$ cat src/rtl/trace_player.sv
// rtl/trace_player.sv - replays an R/W op trace table into a cache over valid/ready
// Optional hit/miss statistics: define TRACE_PLAYER_STATS_EN.
module trace_player #(
  parameter int SIZE  = 1000,
  parameter int IDX_W = 10,
  parameter int CNT_W = 16
) (
  input  logic             clk,
  input  logic             rst_n,
  input  logic             start,
  output logic [IDX_W-1:0] op_idx,
  input  logic [7:0]       op_byte,
  output logic             req_valid,
  output logic             req_we,
  input  logic             req_ready,
  input  logic             rsp_valid,
  input  logic             rsp_hit,
  output logic             busy,
  output logic             done,
  output logic [CNT_W-1:0] rd_count,
  output logic [CNT_W-1:0] wr_count,
`ifdef TRACE_PLAYER_STATS_EN
  output logic [CNT_W-1:0] hit_count,
  output logic [CNT_W-1:0] miss_count,
`endif
  output logic [CNT_W-1:0] err_count
);

  localparam logic [7:0]       OP_R     = 8'h52;
  localparam logic [7:0]       OP_W     = 8'h57;
  localparam logic [IDX_W-1:0] LAST_IDX = IDX_W'(SIZE - 1);

  typedef enum logic [2:0] {IDLE, FETCH, ISSUE, WAIT, FINISH} state_t;

  state_t state, state_nxt;
  logic   is_rd, is_wr, last, advance;

  function automatic logic [CNT_W-1:0] sat_inc(input logic [CNT_W-1:0] v);
    return (&v) ? v : v + CNT_W'(1);
  endfunction

  assign is_rd = (op_byte == OP_R);
  assign is_wr = (op_byte == OP_W);
  assign last  = (op_idx == LAST_IDX);

`ifndef TRACE_PLAYER_STATS_EN
  logic unused_rsp_hit;
  assign unused_rsp_hit = rsp_hit;
`endif

  always_ff @(posedge clk) begin
    if (!rst_n) state <= IDLE;
    else        state <= state_nxt;
  end

  // advance is shared by illegal-byte skips in FETCH and completed responses in WAIT
  always_comb begin
    state_nxt = state;
    advance   = 1'b0;
    req_valid = 1'b0;
    busy      = 1'b1;
    done      = 1'b0;
    case (state)
      IDLE: begin
        busy = 1'b0;
        if (start) state_nxt = FETCH;
      end
      FETCH: begin
        if (is_rd || is_wr) state_nxt = ISSUE;
        else                advance   = 1'b1;
      end
      ISSUE: begin
        req_valid = 1'b1;
        if (req_ready) state_nxt = WAIT;
      end
      WAIT: begin
        if (rsp_valid) advance = 1'b1;
      end
      FINISH: begin
        done      = 1'b1;
        state_nxt = IDLE;
      end
      default: state_nxt = IDLE;
    endcase
    if (advance) state_nxt = last ? FINISH : FETCH;
  end

  always_ff @(posedge clk) begin
    if (!rst_n) begin
      op_idx     <= '0;
      req_we     <= 1'b0;
      rd_count   <= '0;
      wr_count   <= '0;
      err_count  <= '0;
`ifdef TRACE_PLAYER_STATS_EN
      hit_count  <= '0;
      miss_count <= '0;
`endif
    end else begin
      if (state == IDLE && start) begin
        op_idx     <= '0;
        rd_count   <= '0;
        wr_count   <= '0;
        err_count  <= '0;
`ifdef TRACE_PLAYER_STATS_EN
        hit_count  <= '0;
        miss_count <= '0;
`endif
      end
      if (state == FETCH) begin
        if (is_wr)      req_we    <= 1'b1;
        else if (is_rd) req_we    <= 1'b0;
        else            err_count <= sat_inc(err_count);
      end
      if (state == ISSUE && req_ready) begin
        if (req_we) wr_count <= sat_inc(wr_count);
        else        rd_count <= sat_inc(rd_count);
      end
`ifdef TRACE_PLAYER_STATS_EN
      if (state == WAIT && rsp_valid) begin
        if (rsp_hit) hit_count  <= sat_inc(hit_count);
        else         miss_count <= sat_inc(miss_count);
      end
`endif
      if (advance && !last) op_idx <= op_idx + IDX_W'(1);
    end
  end

endmodule

$ cat config.mk
export PLATFORM = sky130hd
export DESIGN_NAME = trace_player
export DESIGN_NICKNAME = d
export VERILOG_FILES = /design/src/rtl/trace_player.sv
export SDC_FILE = /design/constraint.sdc
export NUM_CORES = 1
export LEC_CHECK = 0
export ABC_AREA = 0
export CAP_MARGIN = 20
export CORE_MARGIN = 3
export CORE_UTILIZATION = 39
export CTS_BUF_LIST = sky130_fd_sc_hd__clkbuf_8
export CTS_CLUSTER_SIZE = 30
export DETAILED_ROUTE_END_ITERATION = 16
export SLEW_MARGIN = 30
export SYNTH_ARGS = -nofsm -noshare
export SYNTH_HDL_FRONTEND = slang
export SYNTH_SLANG_ARGS = --single-unit
$ cat constraint.sdc
create_clock -name clk -period 2.55 [get_ports clk]
set_clock_uncertainty 0.05 [all_clocks]
set_input_delay 0.255 -clock clk [delete_from_list [all_inputs] [get_ports clk]]
set_output_delay 0.255 -clock clk [all_outputs]
set_load 0.02 [all_outputs]
[Word-level counts from Yosys, hierarchy flattened]
Cells that the tools add are included.
Cells by class
  add/sub/neg operators: 4
  multipliers: 0
  div/mod/pow operators: 0
  $lt $le $gt $ge: 0
  eq/ne operators: 14
  shift operators: 0
  multiplexer cells: 29
  bitwise logic cells: 0
  reductions and logical operators: 13
Operators by type and width (count)
  16-bit two-way mux: 13
  16-bit by 1-bit adder with 16-bit output, second input constant: 3
  16-bit AND reduction: 3
  10-bit two-way mux: 2
  8-bit by 7-bit equality test with 1-bit output, second input constant: 2
  3-bit two-way mux: 5
  3-bit inequality test, second input constant: 5
  3-bit case mux with 4 select lines: 1
  10-bit by 1-bit adder with 10-bit output, second input constant: 1
  10-bit equality test, second input constant: 1
  1-bit two-way mux: 7
  3-bit by 2-bit equality test with 1-bit output, second input constant: 2
  4-bit inequality test, second input constant: 1
  4-bit AND reduction: 1
  2-bit nonzero test: 2
  3-bit by 1-bit equality test with 1-bit output, second input constant: 1
  3-bit equality test, second input constant: 1
  1-bit logical AND: 3
  3-bit logical NOT: 1
  2-bit inequality test, second input constant: 1
  1-bit case mux with 2 select lines: 1
  2-bit AND reduction: 1
  1-bit logical NOT: 1
  1-bit logical OR: 1
Storage, ports and cells
  register bits after elaboration: 62
  bits in latches: 0
  RAM bits: 0
  bits in read-only memories: 0
  input bits: 14
  memories kept: 0

[Depth between registers and ports, before layout]
Gate-level depths: netlist (run 1).
  word-level depth: 6
  gate-level depth with buffers: 8
  gate-level depth less buffers: 6

[Worst setup path after synthesis (run 1)]
OpenSTA, ideal clock, no wires.
  kind: reg2reg
  from: reg err_count[6]
  to: reg err_count[11]
  arrival: 1.882 ns
  required time: 2.422 ns
  slack: 0.540 ns
  stages on the path, launching flop included: 6
  path buffers: 0
  period minus slack after synthesis: 2.010 ns
  cells stage by stage: dfxtp_1 nand4_1 nor3b_1 a21oi_2 o221a_2 nor3_1
Between the ends
  cells in the longest elaborated chain, start to end: 5
  elaborated cells between the ends (all ways): 7
  those cells by class: add/sub (1); eq/ne (1); mux (4); reduce/logical (1)
Ends and longest elaborated chain
  from (decl): RTL line 26  | output logic [CNT_W-1:0] err_count
  from (signal assigned): RTL line 113  | else err_count <= sat_inc(err_count);
  16-bit by 1-bit adder with 16-bit output: RTL line 39  | return (&v) ? v : v + CNT_W'(1);
  16-bit two-way mux: RTL line 39
  16-bit two-way mux: RTL line 112  | else if (is_rd) req_we <= 1'b0;
  16-bit two-way mux: RTL line 111  | if (is_wr) req_we <= 1'b1;
  16-bit two-way mux: RTL line 110  | if (state == FETCH) begin
Parallel ways exist; a longest one is shown, timed or not. The select of a mux whose other input is x is not followed.
A chain may end at the register's enable or synchronous reset.

[Worst setup path in the final report (run 1)]
  from: reg state[1]
  to: out req_valid
Between the ends
  cells in the longest elaborated chain, start to end: 2
Ends and longest elaborated chain
  from (decl): RTL line 35  | state_t state, state_nxt;
  from (signal assigned): RTL line 53  | else state <= state_nxt;
  3-bit by 2-bit equality test with 1-bit output: RTL line 63  | case (state)
  1-bit two-way mux: RTL line 63
  to (decl): RTL line 13  | output logic req_valid,
No other way between the ends.

==> results.txt, run 1 <==
# diodes: 0
CTS sink count: 62
syn_nets: 416
Finished Layout Cells: 592
cells after synthesis: 398
Worst setup EP type: output port
DRT iter0 DRCs: 116
post-synthesis cell type count: 66
switching share of total power: 28.8%
Critical Path RT: 2.25 ns
Core Rows: 33
sequential share of power: 48.6%
number of global-route vias before repair: 3121
critical path arrival: 1.85 ns
initial antenna violation count: 0
Comb pwr share: 13.0%
Max IR drop VDD: 0.000266 V
die width: 98.8 um
cell taking the most area after synthesis: dfxtp_1
die area: 0.00975 mm2
grt ovf: 0
Worst path max stage delay: 0.65 ns
CP Cell Sequence: nor3b_1 > clkdlybuf4s50_1
top cell type's share of synthesized area: 37.0%
Leakage: 0.00148 uW
# nets final: 500
type of origin of the critical path: flip-flop
HPWL after DPL: 6550 um
TritonCTS clock tree: yes
initial core utilization: 40.4%
Root Driver: clkbuf_8
top post-synthesis cells by area: dfxtp_1 (37%), a21oi_1 (4.9%), nand2_1 (4.6%)
via count: 3340
outcome: completed
most common flop cell mapped by yosys: dfxtp_1
synth cell count leaders: dfxtp_1 (62), nand2_1 (41), a21oi_1 (33), nor2_1 (22), nand3_1 (21)
Min-Delay Path Class: reg -> reg
Critical Path Fanout Max: 10
share of layout cells above drive strength 1: 10.5%
Mapped Area: 0.00336 mm2
per-cell routed wire length: 15.5 um
Pre-antenna DRT Iters: 4
worst-margin pin slew: 0.849 ns
FFs w/ async S/R, synth: 0%
gpl congestion: 0.824
Max clock buf depth: 2
top-count cell post-synth: dfxtp_1
synth warn: 0
Clock Power Share: 38.4%
Final Cycle Share: 84.5%
Via density: 5.64
RSZ-0062 raised after global routing: false
WL final: 9190 um
postcts setup bufs: 0
DRC: 0
post-CTS resize count: 0
cts bufs inserted: 9
post-route ant nets: 0
final hold violation count: 0
synthesized area per cell: 8.43 um2
flops & latches, synth: 62
TNS Setup: 0 ns
P_sw: 594 uW
Slew Limit Headroom: 43.2%
placed insts: 576
area delta synth->final: 32.1%
Reg clk slew, reported paths: 0.07 ns
first-pass GRT wire length: 15400 um
Highest Clock Rate: 464 MHz
die height: 98.8 um
Post-synth EDFFs: 0
sequential-to-total area share from yosys stat: 37.0%
I/O pin cnt: 76
pwr/cell area: 465 mW/mm2
Post-CTS Hold Buffers: 0
largest net degree at the start of global routing: 19
slowest stage cell, crit path: clkdlybuf4s50_1
fin. max-slew vios: 0
H-tree depth: 3
Total GRT Usage: 19.2%
Clock Latency Late Sink: 0.36 ns
critical path class: reg -> out
reported max-cap violation count: 0
Port Buffers: 74
Core Area: 0.00830 mm2
Final min period: 2.15 ns
# setup viols final: 0
Internal Dissipation: 1470 uW
-- cells by family (layout without fill, tap and decap cells) --
logic type / Yosys count / after routing / synth area share [%]
simple gates: 182 / 182 / 31.5
compound gates: 112 / 112 / 22.6
flops: 62 / 62 / 37.0
buf+inv: 24 / 113 / 3.58
xor+xnor: 11 / 11 / 2.87
fa+ha+maj: 4 / 4 / 1.49
mux: 3 / 3 / 0.895
-- cells in the final DEF, fill, tap and decap left out, drive strengths merged, types with 5 or more instances in the layout --
cell	instances
clkdlybuf4s50	74
dfxtp	62
nand2	42
a21oi	34
nor2	22
nand3	22
a31oi	17
nor3	15
buf	14
o21ai	13
nand4	12
nor4	11
and2	10
and3	10
clkbuf	10
inv	9
xnor2	9
or3	6
nor3b	5
and4	5
a211oi	5
a21o	5
-- critical path: cells and delay by family, from the launching register on --
family	cells	cell delay (ns)
DFF	1	0.55
buffers and inverters	1	0.65
and+or+nand+nor	1	0.30
-- layer usage --
layer  GRT usage, %  wire length [um]  up-vias
met5              0                 0        -
met4           6.30               123        0
met3           5.24               474       10
met2           29.1              4190       81
met1           26.6              4400     1556
li1               -                 -     1693
-- power by group through the flow --
stage               sequential [uW]  combinational (uW)  clock, uW
floorplan                      1020                 168          0
global placement               1020                 265          0
detailed placement             1030                 269          0
CTS                            1000                 271        808
global route                   1010                 291        862
finish                         1000                 269        792
-- registers in the layout, indices dropped and copies added (netlist names) --
signal and cells:
rd_count 16, wr_count 16, op_idx 10, state 3, req_we 1, err_count 16
-- path summary, 6_finish.rpt --
path / end / slack [ns] / cells after the start / from
worst max-delay path: req_valid / 0.40 / 2 / state[1]
worst min register to register: op_idx[8] / 0.46 / 1 / op_idx[8]
worst min-delay path: op_idx[8] / 0.46 / 1 / op_idx[8]
worst max register to register: wr_count[11] / 0.42 / 5 / state[1]
-- stage by stage --
step                      util [%]  hold slack [ns]  worst slack [ns]  power, uW  area [um2]
after global placement        51.3            0.433             0.158       1290        4260
final                         53.4            0.460             0.396       2060        4430
after global routing          53.4            0.486             0.207       2160        4430
after floorplan                  -            0.341             0.540       1190        3360
after CTS                     53.4            0.459             0.368       2080        4430
after detailed placement      51.3            0.428             0.133       1290        4260
-- layout make-up --
class	instances	area, um2
inverter	9	33.8
clock inverter	6	37.5
clock buffer	10	138
tap	105	131
sequential	62	1240
fill	801	3860
multi-input combinational	312	1990
timing repair buffer	88	858
Power figures use the tool's default switching activity.
==> run 2: changes to the inputs <==
- clock period: 2.55 -> 2.23 ns (I/O delays scaled with it)
==> results.txt, run 2 (synthesized netlist as in run 1, its figures left out) <==
end of the worst hold path: rd_count[12]
Via density: 5.62
r2r worst-path depth: 6
per-cell routed wire length: 15.2 um
# setup viols final: 0
DRC: 0
largest net degree at the start of global routing: 18
Max clock buf depth: 2
first-pass GRT wire length: 15500 um
most common cell after layout, fill and taps aside: clkdlybuf4s50_1
HPWL after DPL: 6790 um
Worst setup EP type: flip-flop
outcome: completed
critical path arrival: 2.23 ns
TritonCTS clock tree: yes
die height: 98.8 um
type of origin of the critical path: flip-flop
share of layout cells above drive strength 1: 13.8%
Post-CTS Hold Buffers: 0
met1 Usage GRT: 25.2%
final hold violation count: 0
Pre-antenna DRT Iters: 4
I/O pin cnt: 76
Leakage: 0.00159 uW
Critical Path Fanout Max: 6
grt ovf: 0
Core Rows: 33
Critical Path RT: 2.40 ns
cts bufs inserted: 9
Largest regs: err_count (16), rd_count (16), wr_count (16)
CTS sink count: 62
# diodes: 0
Top Usage Layer GRT: met2
R2R Setup Slk: 0.17 ns
Final Cycle Share: 92.5%
Min-Delay Path Class: reg -> reg
Core Area: 0.00830 mm2
initial core utilization: 40.4%
Port Buffers: 74
initial antenna violation count: 0
grt met2 use: 30.9%
Root Driver: clkbuf_8
min-delay src: rd_count[12]
WL final: 9280 um
RSZ-0062 raised after global routing: false
Clock Latency Late Sink: 0.33 ns
Reg clk slew, reported paths: 0.06 ns
pwr/cell area: 516 mW/mm2
post-route ant nets: 0
global routing usage on met3: 4.74%
Final min period: 2.06 ns
hold path depth: 1
end of the worst register-to-register path: op_idx[2]
H-tree depth: 3
via count: 3431
area delta synth->final: 36.5%
number of global-route vias before repair: 3147
DP Worst Slack: -0.105 ns
# nets final: 521
worst-margin pin slew: 0.883 ns
critical path class: reg -> reg
Power Total: 2360 uW
fin. max-slew vios: 0
die area: 0.00975 mm2
Total GRT Usage: 19.2%
most frequent cells in the layout: clkdlybuf4s50_1 (74), dfxtp_1 (61), nand2_1 (41), buf_4 (35), a21oi_1 (33)
DRT iter0 DRCs: 168
Slew Limit Headroom: 40.9%
die width: 98.8 um
Max IR drop VDD: 0.000306 V
gpl congestion: 0.856
worst setup margin: 0.168 ns
reported max-cap violation count: 0
Highest Clock Rate: 485 MHz
RR Startpoint: op_idx[0]
==> run 2: routing by layer <==
metal	part of all wire (%)	up-vias	routed length [um]
li1	-	1727	-
met1	46	1595	4300
met2	48	98	4440
met3	4.4	11	410
met4	1.5	0	142
met5	0	-	0
==> run 2: how the worst max path moves through the flow <==
stage	from	end	slack, ns	cells past startpoint
6_report	op_idx[0]	op_idx[2]	0.17	6
5_1_grt	op_idx[0]	op_idx[2]	0.008	6
4_1_cts	state[1]	req_valid	0.09	2
3_5_place_dp	start	wr_count[12]	-0.10	6
3_3_place_gp	start	wr_count[12]	-0.10	6
2_1_floorplan	err_count[6]	err_count[11]	0.22	5
==> run 2: metrics by stage <==
step                instances  utilization [%]  setup TNS (ns)  hold WS, ns  instance area [um2]
detailed placement        597             53.1           -1.47        0.427                 4400
global placement          597             53.1           -1.09        0.433                 4400
floorplan                 398                -               0        0.309                 3360
CTS                       611             55.2               0        0.460                 4580
finish                    611             55.2               0        0.457                 4580
global route              611             55.2               0        0.475                 4580
==> run 2: power breakdown <==
group	leakage, uW	internal, uW	switching (uW)
Clock	0.0000955	477	413
Sequential	0.000500	1120	26.5
Combinational	0.000995	150	176
==> run 2: area by class of cell <==
cell class	count	area, um2
clock inverter	2	8.76
fill	800	3720
timing repair buffer	109	1000
tap	105	131
multi-input combinational	312	1990
sequential	62	1240
clock buffer	12	165
inverter	9	33.8
==> run 2: repair_timing <==
item,CTS,global route
resized for setup,0,1
setup buffers,0,0
setup endpoints to repair,0,3
==> run 2: critical path, cell delays in order (launching register included) <==
cell     delay, ns
dfxtp_1       0.41
ha_1          0.24
nand4_1       0.18
o41a_1        0.50
nand3_1       0.23
nor3b_1       0.09
a211o_1       0.26
